### src/rtl/fetch_step_controller_pkg.sv
// rtl/fetch_step_controller_pkg.sv - shared FSM encodings and default timing for fetch_step_controller
package fetch_step_controller_pkg;

   localparam logic [0:0] ST_STOPPED = 1'b0;
   localparam logic [0:0] ST_RUNNING = 1'b1;

   // Defaults assume a 100 MHz board clock: 10 ms debounce, 1 Hz auto-run.
   localparam int DEBOUNCE_CYCLES_DEF = 1000000;
   localparam int RUN_PERIOD_DEF      = 100000000;

endpackage

### src/rtl/fetch_step_controller_btn_debounce_pulse.sv
// rtl/fetch_step_controller_btn_debounce_pulse.sv - button synchronizer, debouncer and press pulse
module btn_debounce_pulse
   import fetch_step_controller_pkg::*;
#(
   parameter int DEBOUNCE_CYCLES = DEBOUNCE_CYCLES_DEF
) (
   input  logic i_clk,
   input  logic i_rst_n,
   input  logic i_btn,
   output logic o_press
);

   localparam int              DB_W    = $clog2(DEBOUNCE_CYCLES + 1);
   localparam logic [DB_W-1:0] DB_LAST = DB_W'(DEBOUNCE_CYCLES - 1);

   logic [1:0]      r_sync;
   logic [1:0]      r_vld;
   logic            r_armed;
   logic [DB_W-1:0] r_cnt;
   logic            r_stable;
   logic            r_stable_d;
   logic            r_press;
   logic            w_differ;

   assign w_differ = r_sync[1] != r_stable;
   assign o_press  = r_press;

   // r_armed blocks a button held through reset until it has been seen released.
   always_ff @(posedge i_clk or negedge i_rst_n) begin
      if (!i_rst_n) begin
         r_sync     <= '0;
         r_vld      <= '0;
         r_armed    <= 1'b0;
         r_cnt      <= '0;
         r_stable   <= 1'b0;
         r_stable_d <= 1'b0;
         r_press    <= 1'b0;
      end else begin
         r_sync     <= {r_sync[0], i_btn};
         r_vld      <= {r_vld[0], 1'b1};
         if (r_vld[1] && !r_sync[1]) begin
            r_armed <= 1'b1;
         end
         if (!w_differ) begin
            r_cnt <= '0;
         end else if (r_cnt == DB_LAST) begin
            r_cnt    <= '0;
            r_stable <= r_sync[1];
         end else begin
            r_cnt <= r_cnt + 1'b1;
         end
         r_stable_d <= r_stable;
         r_press    <= r_stable & ~r_stable_d & r_armed;
      end
   end

endmodule

### src/rtl/fetch_step_controller.sv
// rtl/fetch_step_controller.sv - single-step / auto-run fetch-advance enable with fetch counter
module fetch_step_controller
   import fetch_step_controller_pkg::*;
#(
   parameter int DEBOUNCE_CYCLES = DEBOUNCE_CYCLES_DEF,
   parameter int RUN_PERIOD      = RUN_PERIOD_DEF,
   parameter int CNT_W           = 16
) (
   input  logic             Clk,
   input  logic             Reset,
   input  logic             BtnStep,
   input  logic             BtnRun,
   output logic             FetchEn,
   output logic             Running,
   output logic [CNT_W-1:0] FetchCount
);

   localparam int               DIV_W    = $clog2(RUN_PERIOD);
   localparam logic [DIV_W-1:0] DIV_LAST = DIV_W'(RUN_PERIOD - 1);

   logic             w_step_press;
   logic             w_run_press;
   logic             w_div_wrap;
   logic [0:0]       r_state;
   logic [DIV_W-1:0] r_div;
   logic             r_fetch_en;
   logic [CNT_W-1:0] r_fetch_cnt;

   btn_debounce_pulse #(.DEBOUNCE_CYCLES(DEBOUNCE_CYCLES)) u_step_btn (
      .i_clk   (Clk),
      .i_rst_n (Reset),
      .i_btn   (BtnStep),
      .o_press (w_step_press)
   );

   btn_debounce_pulse #(.DEBOUNCE_CYCLES(DEBOUNCE_CYCLES)) u_run_btn (
      .i_clk   (Clk),
      .i_rst_n (Reset),
      .i_btn   (BtnRun),
      .o_press (w_run_press)
   );

   assign w_div_wrap = (r_state == ST_RUNNING) && (r_div == DIV_LAST);
   assign FetchEn    = r_fetch_en;
   assign Running    = r_state[0];
   assign FetchCount = r_fetch_cnt;

   // A run press outranks a simultaneous step press; the guard on r_fetch_en keeps pulses single-cycle.
   always_ff @(posedge Clk or negedge Reset) begin
      if (!Reset) begin
         r_state     <= ST_STOPPED;
         r_div       <= '0;
         r_fetch_en  <= 1'b0;
         r_fetch_cnt <= '0;
      end else begin
         r_fetch_cnt <= r_fetch_cnt + CNT_W'(r_fetch_en);
         case (r_state)
            ST_STOPPED: begin
               r_div <= '0;
               if (w_run_press) begin
                  r_state    <= ST_RUNNING;
                  r_fetch_en <= 1'b0;
               end else begin
                  r_fetch_en <= w_step_press & ~r_fetch_en;
               end
            end
            default: begin
               r_fetch_en <= w_div_wrap & ~r_fetch_en;
               if (w_run_press) begin
                  r_state <= ST_STOPPED;
                  r_div   <= '0;
               end else if (w_div_wrap) begin
                  r_div <= '0;
               end else begin
                  r_div <= r_div + 1'b1;
               end
            end
         endcase
      end
   end

endmodule

### config.mk
export PLATFORM = sky130hd
export DESIGN_NAME = fetch_step_controller
export DESIGN_NICKNAME = d
export VERILOG_FILES = /design/src/rtl/fetch_step_controller_pkg.sv /design/src/rtl/fetch_step_controller_btn_debounce_pulse.sv /design/src/rtl/fetch_step_controller.sv
export SDC_FILE = /design/constraint.sdc
export NUM_CORES = 1
export LEC_CHECK = 0
export BUFFER_PORTS_ARGS = -buffer_cell sky130_fd_sc_hd__buf_2
export CELL_PAD_IN_SITES_DETAIL_PLACEMENT = 0
export CELL_PAD_IN_SITES_GLOBAL_PLACEMENT = 1
export CORE_MARGIN = 3
export CORE_UTILIZATION = 53
export DETAILED_ROUTE_END_ITERATION = 16
export PLACE_DENSITY = 0.9
export SLEW_MARGIN = 20
export SYNTH_ARGS = -nofsm -noshare
export SYNTH_HDL_FRONTEND = slang
export SYNTH_HIERARCHICAL = 1
export SYNTH_SLANG_ARGS = --single-unit
### constraint.sdc
create_clock -name Clk -period 4 [get_ports Clk]
set_input_delay 0.8 -clock Clk [delete_from_list [all_inputs] [get_ports Clk]]
set_output_delay 0.8 -clock Clk [all_outputs]
set_load 0.005 [all_outputs]
After elaboration in Yosys (flattened, before gate mapping)
Index checks and enable logic that the tools add are counted.

storage, ports and cells
  flip-flop bits (word level) = 101
  input port bits = 4
  output and inout port bits = 18
  word-level logic and storage cells = 55

operators by class
  $add $sub $neg = 4
  equality and inequality tests = 5
  muxes and demuxes = 12
  bitwise logic cells = 9
  reduce and logical (&&, ||, !) cells = 7

operators by type and width
  operator                 count
  $mux W27                 3
  $mux W20                 4
  $add A20 B1 Y20 const B  2
  $eq A20 B20 Y1 const B   2
  $add A27 B1 Y27 const B  1
  $eq A27 B27 Y1 const B   1
  $add A16 B1 Y16          1
  $and A1 B1 Y1            6
  $mux W1                  5
  $reduce_and A2 Y1        2
  $logic_and A1 B1 Y1      3
  $not A1 Y1               3
  $logic_not A1 Y1         2
  $ne A1 B1 Y1             2

Depth between registers and ports, before layout
  word-level depth = 5
  gate-level depth with buffers = 7
  gate-level depth less buffers = 6

Hierarchy
Netlist, hierarchy kept.

modules (own cells, without submodules)
  module                            times used  cells an instance  area an instance (sq um)  sequential area each (sq um)
  fetch_step_controller             1           212                2200.9                    1126.1
  btn_debounce_pulse at u_run_btn   1           115                1263.7                    700.7
  btn_debounce_pulse at u_step_btn  1           117                1258.7                    700.7

Worst setup path after synthesis
Ideal clock, no wire load.

  path kind = reg2reg
  start = reg u_run_btn.r_cnt[0]
  end = reg u_run_btn.r_cnt[18]
  setup time = 0.078 ns
  arrival = 1.706 ns
  data required time = 3.922 ns
  slack = 2.216 ns
  stages on the path, launching flop included = 7
  buffers on the path = 1
  clock period less this slack = 1.784 ns
  cells stage by stage = dfrtp_1 ha_1 nand2_1 or3_1 buf_2 or4_1 a21oi_1

between the ends
  cells in the longest elaborated chain, start to end = 3
  elaborated cells on any way between the ends = 4
  those cells by class = add/sub (1); eq/ne (1); mux (2)

ends and longest elaborated chain
  what                                                      RTL line                                                                                        text
  start: declaration                                        fetch_step_controller_btn_debounce_pulse.sv:19                                                  logic [DB_W-1:0] r_cnt;
  start signal: assignment                                  fetch_step_controller_btn_debounce_pulse.sv:50                                                  r_cnt <= r_cnt + 1'b1;
  $add A20 B1 Y20 / $eq A20 B20 Y1 (equally long branches)  fetch_step_controller_btn_debounce_pulse.sv:50, fetch_step_controller_btn_debounce_pulse.sv:46
  $mux W20 (*)                                              fetch_step_controller_btn_debounce_pulse.sv:46                                                  end else if (r_cnt == DB_LAST) begin
  $mux W20 (*)                                              fetch_step_controller_btn_debounce_pulse.sv:44                                                  if (!w_differ) begin

Every way passes the cells marked *; elsewhere a longest branch is shown, timed or not.
A chain may end at the register's enable or synchronous reset.

Worst setup path after layout
  start = reg u_step_btn.r_cnt[0]
  end = reg u_step_btn.r_cnt[8]

between the ends
  cells in the longest elaborated chain, start to end = 3
  elaborated cells on any way between the ends = 4
  those cells by class = add/sub (1); eq/ne (1); mux (2)

ends and longest elaborated chain
  what                                                      RTL line
  start: declaration                                        fetch_step_controller_btn_debounce_pulse.sv:19
  start signal: assignment                                  fetch_step_controller_btn_debounce_pulse.sv:50
  $add A20 B1 Y20 / $eq A20 B20 Y1 (equally long branches)  fetch_step_controller_btn_debounce_pulse.sv:50, fetch_step_controller_btn_debounce_pulse.sv:46
  $mux W20 (*)                                              fetch_step_controller_btn_debounce_pulse.sv:46
  $mux W20 (*)                                              fetch_step_controller_btn_debounce_pulse.sv:44

Marks and branches as above.

==> summary.txt <==
Synthesis
  – Asr flop ratio synth: 100%
  – Synth top area share: 53.5%
  – Post-Synthesis Cells: 444
  – Avg Inst Size Synth: 10.6 um^2
  – Top post-synthesis cells by area: dfrtp_1 (54%), xnor2_1 (6.1%), xor2_1 (5.0%)
  – Post-synthesis cell type count: 51
  – Mapped Nets: 453
  – Most used flip-flop cell after synthesis: dfrtp_1
  – Post-Syn Area: 0.00472 mm^2
  – Register area share after synthesis: 53.5%
  – Synthesized flop and latch total: 101
  – Synth area leader: dfrtp_1
  – Number of synthesized flops with an enable pin: 0
  – Ys Warns: 6

GRT
  – Routing usage on met3: 3.75%
  – Most crowded layer after global routing: met2
  – Overflow after GRT: 0
  – Vias in the first global route: 3,118
  – First-pass GRT wire length: 14,400 um
  – GR Util met2: 28.5%
  – Met1 global-route usage: 23.8%
  – Initial antenna violation count: 0
  – Largest net degree at the start of global routing: 62
  – GRT Overall Usage: 17.7%

Finish
  – Register area: 0.00253 mm^2
  – Ant. Diodes: 0
  – Most frequent cells in the layout: dfrtp_1 (101), nor2_1 (56), nand2_1 (37)
  – Final Util: 60.9%
  – Most common cell after layout, fill and taps aside: dfrtp_1
  – Nets: 478
  – Multi-input logic area: 0.00212 mm^2
  – Layout area overhead: 8.56%
  – FILL cells: 729
  – Share of post-route cells with drive strength above 1: 13.1%

Route
  – Initial drt markers: 130
  – Drc violations: 0
  – Vias: 3,239
  – Wire per inst: 14.2 um
  – First-pass iteration count of the detailed router: 4
  – Vias/cell: 5.60
  – Total Wirelength: 8210 um
  – Antenna-violating nets left: 0

Setup path
  – Reg-to-Reg End: u_step_btn/r_cnt[8]
  – R2R Setup Slk: 1.82 ns
  – CP Depth: 6
  – Critical path class: flop to flop
  – Crit path DAT: 2.42 ns
  – CP max-delay cell: o31ai_2
  – Crit. End Element: flop
  – Buffers and inverters on the worst path: 1
  – CP Max Fanout: 12
  – CP endpoint: u_step_btn/r_cnt[8]
  – Worst R2R Start: u_step_btn/r_cnt[0]
  – Slowest cell delay on critical path: 0.63 ns
  – Sequence of cells on the critical path: ha_1 -> nand2_1 -> or2_2 -> o31ai_2 -> buf_4 -> nor2_1
  – R2R depth: 6
  – Startpoint types: flop
  – Crit. Startpoint: u_step_btn/r_cnt[0]
  – CP top delay family: compound AO/OA/AOI/OAI gates
  – Worst EP required: 4.24 ns

Timing
  – Sum of negative setup slack: 0 ns
  – Clk_skew: 0.00526 ns
  – Fin crit share: 54.4%
  – Tmin final: 2.18 ns
  – Fmax: 460 MHz
  – Slew headroom: 34.0%
  – Final Max Tran Viols: 0
  – Slew @ Worst Pin: 0.987 ns
  – RSZ-0062 raised after global routing: false
  – Final Setup Violations: 0
  – Final Hold Violating Endpoints: 0

Power
  – Max VDD drop: 0.237 mV
  – Total power: 1.73 mW
  – PD cells: 338 mW/mm^2
  – Cell leakage power: 2.23 nW

Clock tree
  – Post-cts sizing count: 0
  – CTS root buf: clkbuf_8
  – Clock Sinks: 101
  – Clock Latency Late Sink: 0.35 ns
  – Worst-path clk slew: 0.09 ns
  – CTS Buffer Depth: 2
  – CTS buffer count: 9
  – CTS tree: yes
  – Post CTS Setup Buffer Count: 0
  – CTS Hold Bufs: 0
  – H-tree depth: 3

Run status
  – Status: completed

Floorplanning
  – Die width: 100 um
  – Die H: 100 um
  – Die ar.: 0.0101 mm^2
  – Std-Cell Rows: 33
  – Core Box Area: 0.00842 mm^2
  – Starting Density: 56.1%
  – Num ports: 22

Placed design
  – Port buffer count: 21
  – Placer Congestion: 0.808
  – DPL Wire Length: 5590 um

Job
  – Max-cap check violation count: 0

Min path
  – HP Class: flop to flop
==> power breakdown <==
part	total (mW)	switching (mW)	internal, mW
Clock	0.656	0.334	0.322
Sequential	1.04	0.00653	1.03
Combinational	0.0411	0.0311	0.0100
Total	1.73	0.371	1.36
==> routing by layer <==
layer	vias up	wire (um)	part of all wire (%)
li1	1611	-	-
met1	1581	4060	49
met2	37	3820	47
met3	10	229	2.8
met4	0	105	1.3
met5	-	0	0
==> flip-flops by register name, summed over array words and instances, names as in the netlist, 2 cells and up <==
register           flops
u_step_btn/r_sync      2
FetchCount            16
r_div                 27
u_run_btn/r_sync       2
u_run_btn/r_vld        2
u_step_btn/r_cnt      20
u_step_btn/r_vld       2
u_run_btn/r_cnt       20
==> cell usage after synthesis, drive strengths merged, types with 4 or more instances <==
cell type and number:
dfrtp 101, nor2 56, nand2 38, nand3 37
xnor2 33, xor2 27, a21oi 18, and3 14
and4 13, or3 12, nor3 11, nand4 10
o21ai 10, buf 9, nor4 8, ha 5
o31ai 5, or4 5, inv 4, or2 4
==> kinds of logic after synthesis <==
group / after synthesis / share of synthesized area (%)
other cells: 2 / 0.159
xor+xnor: 60 / 11.1
compound gates: 39 / 5.38
buf+inv: 14 / 1.62
flops: 101 / 53.5
simple gates: 221 / 26.4
fa+ha+maj: 5 / 1.32
mux: 2 / 0.477
==> worst min path at each step <==
stage	start	end	cells after the start
6_report	u_run_btn/r_sync[0]	u_run_btn/r_sync[1]	0
5_1_grt	u_run_btn/r_sync[0]	u_run_btn/r_sync[1]	0
4_1_cts	u_run_btn/r_sync[0]	u_run_btn/r_sync[1]	0
3_5_place_dp	u_run_btn/r_sync[0]	u_run_btn/r_sync[1]	0
3_3_place_gp	u_step_btn/r_vld[0]	u_step_btn/r_vld[1]	0
2_1_floorplan	u_run_btn/r_sync[0]	u_run_btn/r_sync[1]	0
==> through the flow <==
stage | cell area, um^2 | cells | hold WS (ns) | worst slack [ns]
2_1_floorplan | 4720 | 444 | 0.331 | 2.22
3_3_place_gp | 4930 | 563 | 0.332 | 1.96
3_5_place_dp | 4930 | 563 | 0.337 | 1.87
4_1_cts | 5130 | 578 | 0.358 | 1.86
5_1_grt | 5130 | 578 | 0.372 | 1.66
6_report | 5130 | 578 | 0.355 | 1.82
==> layout make-up <==
cell class / count / area share (%)
well taps: 105 / 2.56
clock buffers: 12 / 3.03
flip-flops and latches: 101 / 49.3
clock inverters: 3 / 0.854
inverters: 4 / 0.293
multi-input cells: 329 / 41.4
repair buffers: 24 / 2.54
Note: power is estimated with default switching activity, not from simulation.
